--- config.mk ---
export PLATFORM = sky130hd
export DESIGN_NAME = icache
export DESIGN_NICKNAME = d
export VERILOG_FILES = /design/src/rtl/icache.sv
export SDC_FILE = /design/constraint.sdc
export NUM_CORES = 1
export LEC_CHECK = 0
export ABC_CLOCK_PERIOD_IN_PS = 5800
export CAP_MARGIN = 5
export CORE_MARGIN = 5
export CORE_UTILIZATION = 55
export CTS_CLUSTER_DIAMETER = 50
export CTS_CLUSTER_SIZE = 25
export DETAILED_ROUTE_END_ITERATION = 8
export PLACE_DENSITY = 0.81
export REMOVE_ABC_BUFFERS = 1
export SYNTH_ARGS = -nofsm -noshare
export SYNTH_HDL_FRONTEND = slang
export SYNTH_SLANG_ARGS = --single-unit
--- constraint.sdc ---
create_clock -name CLK -period 5.8 [get_ports CLK]
set_input_delay 1.16 -clock CLK [delete_from_list [all_inputs] [get_ports CLK]]
set_output_delay 1.16 -clock CLK [all_outputs]
set_load 0.01 [all_outputs]
--- src/rtl/icache.sv ---
// Direct-mapped, read-only instruction cache with one-word frames.
// Misses fetch a single word from the memory controller over iREN/iwait.
//   state | meaning
//   IDLE  | lookup current fetch address, launch a fill on a miss
//   FILL  | hold iREN on miss_addr until the controller drops iwait
module icache #(
  parameter int SETS = 16
) (
  input  logic        CLK,
  input  logic        nRST,
  input  logic        imemREN,
  input  logic [31:0] imemaddr,
  output logic        ihit,
  output logic [31:0] imemload,
  output logic        iREN,
  output logic [31:0] iaddr,
  input  logic [31:0] iload,
  input  logic        iwait
);
  localparam int IDX = $clog2(SETS);
  localparam int TAG = 32 - IDX - 2;

  typedef enum logic {IDLE = 1'b0, FILL = 1'b1} state_t;

  state_t           r_state;
  state_t           w_next;
  logic [SETS-1:0]  r_valid;
  logic [TAG-1:0]   r_tag  [SETS];
  logic [31:0]      r_data [SETS];
  logic [31:0]      r_miss_addr;

  logic [IDX-1:0]   w_idx;
  logic [TAG-1:0]   w_tag;
  logic [IDX-1:0]   w_fill_idx;
  logic             w_hit;
  logic             w_fill_we;
  logic             w_miss_latch;

  assign w_idx      = imemaddr[IDX+1:2];
  assign w_tag      = imemaddr[31:IDX+2];
  assign w_fill_idx = r_miss_addr[IDX+1:2];
  assign w_hit      = imemREN && r_valid[w_idx] && (r_tag[w_idx] == w_tag);

  always_comb begin
    w_next       = r_state;
    ihit         = 1'b0;
    imemload     = 32'h0;
    iREN         = 1'b0;
    iaddr        = r_miss_addr;
    w_fill_we    = 1'b0;
    w_miss_latch = 1'b0;
    case (r_state)
      IDLE: begin
        ihit = w_hit;
        if (w_hit) imemload = r_data[w_idx];
        if (imemREN && !w_hit) begin
          w_miss_latch = 1'b1;
          w_next       = FILL;
        end
      end
      FILL: begin
        iREN = 1'b1;
        if (!iwait) begin
          w_fill_we = 1'b1;
          w_next    = IDLE;
        end
      end
      default: w_next = IDLE;
    endcase
  end

  always_ff @(posedge CLK or negedge nRST) begin
    if (!nRST) begin
      r_state     <= IDLE;
      r_valid     <= '0;
      r_miss_addr <= 32'h0;
    end else begin
      r_state <= w_next;
      if (w_miss_latch) r_miss_addr <= {imemaddr[31:2], 2'b00};
      if (w_fill_we) r_valid[w_fill_idx] <= 1'b1;
    end
  end

  // Tag/data need no reset; valid alone gates their use.
  always_ff @(posedge CLK) begin
    if (w_fill_we) begin
      r_tag[w_fill_idx]  <= r_miss_addr[31:IDX+2];
      r_data[w_fill_idx] <= iload;
    end
  end

endmodule

==> reports/results.tsv <==
metric	value	unit
die_w	273	um
syn-cell-area	37900	um^2
grt-ovfl-total	0	
first_iter_violations	2576	
drc	0	
fin_util	0.635	
rsz0062_at_grt	true	
setup_ws	0.0925	ns
critPathCaptureType	output pin	
clkLatencyLatePin	0.63	ns
synth.distinct_cells	56	
cts.hold.buffers_added	0	
core	68500	um^2
first_pass_iters	5	
grt_pass1_vias	19100	
startpoint_type	input port	
synthFlopType	edfxtp_1	
ir_drop	0.214	mV
p_per_area	345	nW/um^2
outcome	finished, final reports clean	
reg2reg_depth	4	
crit_type	in -> out	
min_path_type	reg -> reg	
clk_path_buf_depth	3	
netlist_instances	1664	
vias_per_cell	6.57	
die_h	273	um
hold_viol	0	
fin_crit	5.71	ns
start_util	0.554	
routabilityCongestion	0.783	
rows	96	
crit_fanout	23	
final-setup-viol-count	0	
async_flop_share	0.0482	
ioPinCount	134	
setup_tns	0	ns
area_delta_synth_final	14.6	%
max_slew_margin	0.238	
ys_ff_latch	975	
routedWlPerCell	31.3	um
nets	1936	
worst_pin_slew	1.14	ns
yosys_warnings	0	
num_vias	18500	
cts_root_buf	clkbuf_16	
ant_nets	0	
dp_slack	0.0214	ns
hpwl	48.1	mm
grt_use_total	0.239	
cts_sinks	975	
syn_area_per_cell	22.8	um^2
drive_gt1_frac	0.279	
slew_viol_final	0	
timing.hold.ws	0.477	ns
fin_skew	0.0334	ns
cp_data_arrival_time	4.55	ns
p_leak	14.2	nW
maxCapViolCount	0	
h-tree-depth	3	
grt_max_degree	64	
r2r_setup_slack	2.26	ns
fmax	175	MHz
clk_pin_slew	0.08	ns
wl	88.1	mm
synth-seq-area-share	0.766	
fin_crit_sh	0.984	
antenna_found_initial	5	
port_buffers	129	
cp.required	4.64	ns
synth_edf_count	928	
numCtsBuffers	73	
whs_path_depth	1	
grt_pass1_wl	129	mm
dieArea	74300	um^2
cts_tree	done	
-- layout by cell type (no fill, tap or decap), types with 9 or more instances in the layout --
cell               n
buf_4             69
dfrtp_1           46
clkdlybuf4s50_1  105
clkbuf_16         77
edfxtp_1         928
nor2_4            12
xnor2_1           15
mux2_2            36
mux2i_1           58
nor3b_1           33
mux4_1            14
inv_6             10
nor2_1            13
xor2_1            14
mux4_2           236
nand2b_1          12
dlymetal6s2s_1    19
nor2b_1            9
buf_12            17
or2_2             16
nand2_1           26
-- state kept, by name, summed over array words and instances, names as in the netlist --
signal   count
r_data     512
r_tag      416
iaddr       30
r_valid     16
r_state      1
-- Yosys cell counts (4+ instances only) --
| cell type | number | share of area |
|---|---|---|
| a21oi_1 | 5 | 0.00066 |
| mux4_1 | 14 | 0.0097 |
| mux4_2 | 236 | 0.14 |
| mux2_2 | 36 | 0.011 |
| nor2_1 | 25 | 0.0025 |
| a221oi_1 | 5 | 0.0012 |
| edfxtp_1 | 928 | 0.73 |
| xor2_1 | 14 | 0.0032 |
| inv_1 | 5 | 0.00049 |
| nand4_1 | 5 | 0.00082 |
| a32oi_1 | 5 | 0.0012 |
| buf_4 | 15 | 0.0030 |
| or2_2 | 16 | 0.0026 |
| xnor2_1 | 16 | 0.0037 |
| buf_6 | 11 | 0.0033 |
| clkbuf_1 | 30 | 0.0030 |
| or3_1 | 4 | 0.00066 |
| nor3_1 | 10 | 0.0013 |
| nand3_1 | 8 | 0.0011 |
| mux2i_1 | 58 | 0.015 |
| o22ai_1 | 8 | 0.0013 |
| buf_2 | 26 | 0.0034 |
| a22oi_1 | 8 | 0.0016 |
| nand2_1 | 26 | 0.0026 |
| nor3b_1 | 35 | 0.0069 |
| dfrtp_1 | 47 | 0.031 |
| nand2b_1 | 12 | 0.0020 |
| nor2b_1 | 10 | 0.0016 |
-- metrics by stage --
| step | area [um^2] | std cells | power (W) |
|---|---|---|---|
| final | 43500 | 2814 | 0.0150 |
| after global routing | 43500 | 2813 | 0.0155 |
| after CTS | 43400 | 2810 | 0.0151 |
| after detailed placement | 40800 | 2675 | 0.00972 |
| after global placement | 40800 | 2675 | 0.00964 |
| after floorplan | 37400 | 1577 | 0.00903 |
-- area by class of cell --
type	instances	area, um^2
sequential	975	29000
clock inverter	54	664
timing repair buffer	216	2210
inverter	6	23.8
clock buffer	81	1940
multi-input combinational	596	8480
tap	882	1100
antenna	4	10.0
fill	4291	25000
-- report_power, final --
part	total [W]	internal [W]	switching (W)
combinational	0.00114	0.000542	0.000601
clock	0.00542	0.00277	0.00266
sequential	0.00843	0.00813	0.000299
total	0.0150	0.0114	0.00356
-- per-layer routing --
layer	routed length, um	track usage	vias up
li1	-	-	7433
met1	32600	0.325	9812
met3	8010	0.0424	143
met5	0	0	-
met2	45100	0.404	1096
met4	2320	0.0703	0
-- timing repair --
action,in CTS,in global routing
setup buffers,0,0
setup endpoints to repair,32,32
resized for setup,3,29
pin swaps,0,2
-- critical path, cell delays in order --
cell	delay, ns
buf_12	0.20
buf_8	0.22
mux4_2	0.53
mux2i_1	0.18
mux2i_1	0.19
xnor2_2	0.31
nand4_1	0.19
nor3_1	0.25
nand4_1	0.18
buf_6	0.24
nor3b_1	0.22
clkdlybuf4s50_1	0.58
-- final timing paths --
check	from	endpoint
setup / recovery	imemaddr[2]	imemload[29]
hold / removal	r_valid[10]	r_valid[10]
setup reg to reg	r_state	r_data[11][26]
max in group asynchronous	nRST	r_state
hold reg to reg	r_valid[10]	r_valid[10]
min in group asynchronous	nRST	iaddr[23]
-- kinds of logic after synthesis --
kind of cell | Yosys count | synth area share
compound gates | 55 | 0.0110
xor+xnor | 30 | 0.00693
buf+inv | 94 | 0.0145
flops | 975 | 0.766
mux | 347 | 0.177
other cells | 1 | 0.0000989
simple gates | 162 | 0.0248
Power figures use the tool's default switching activity.
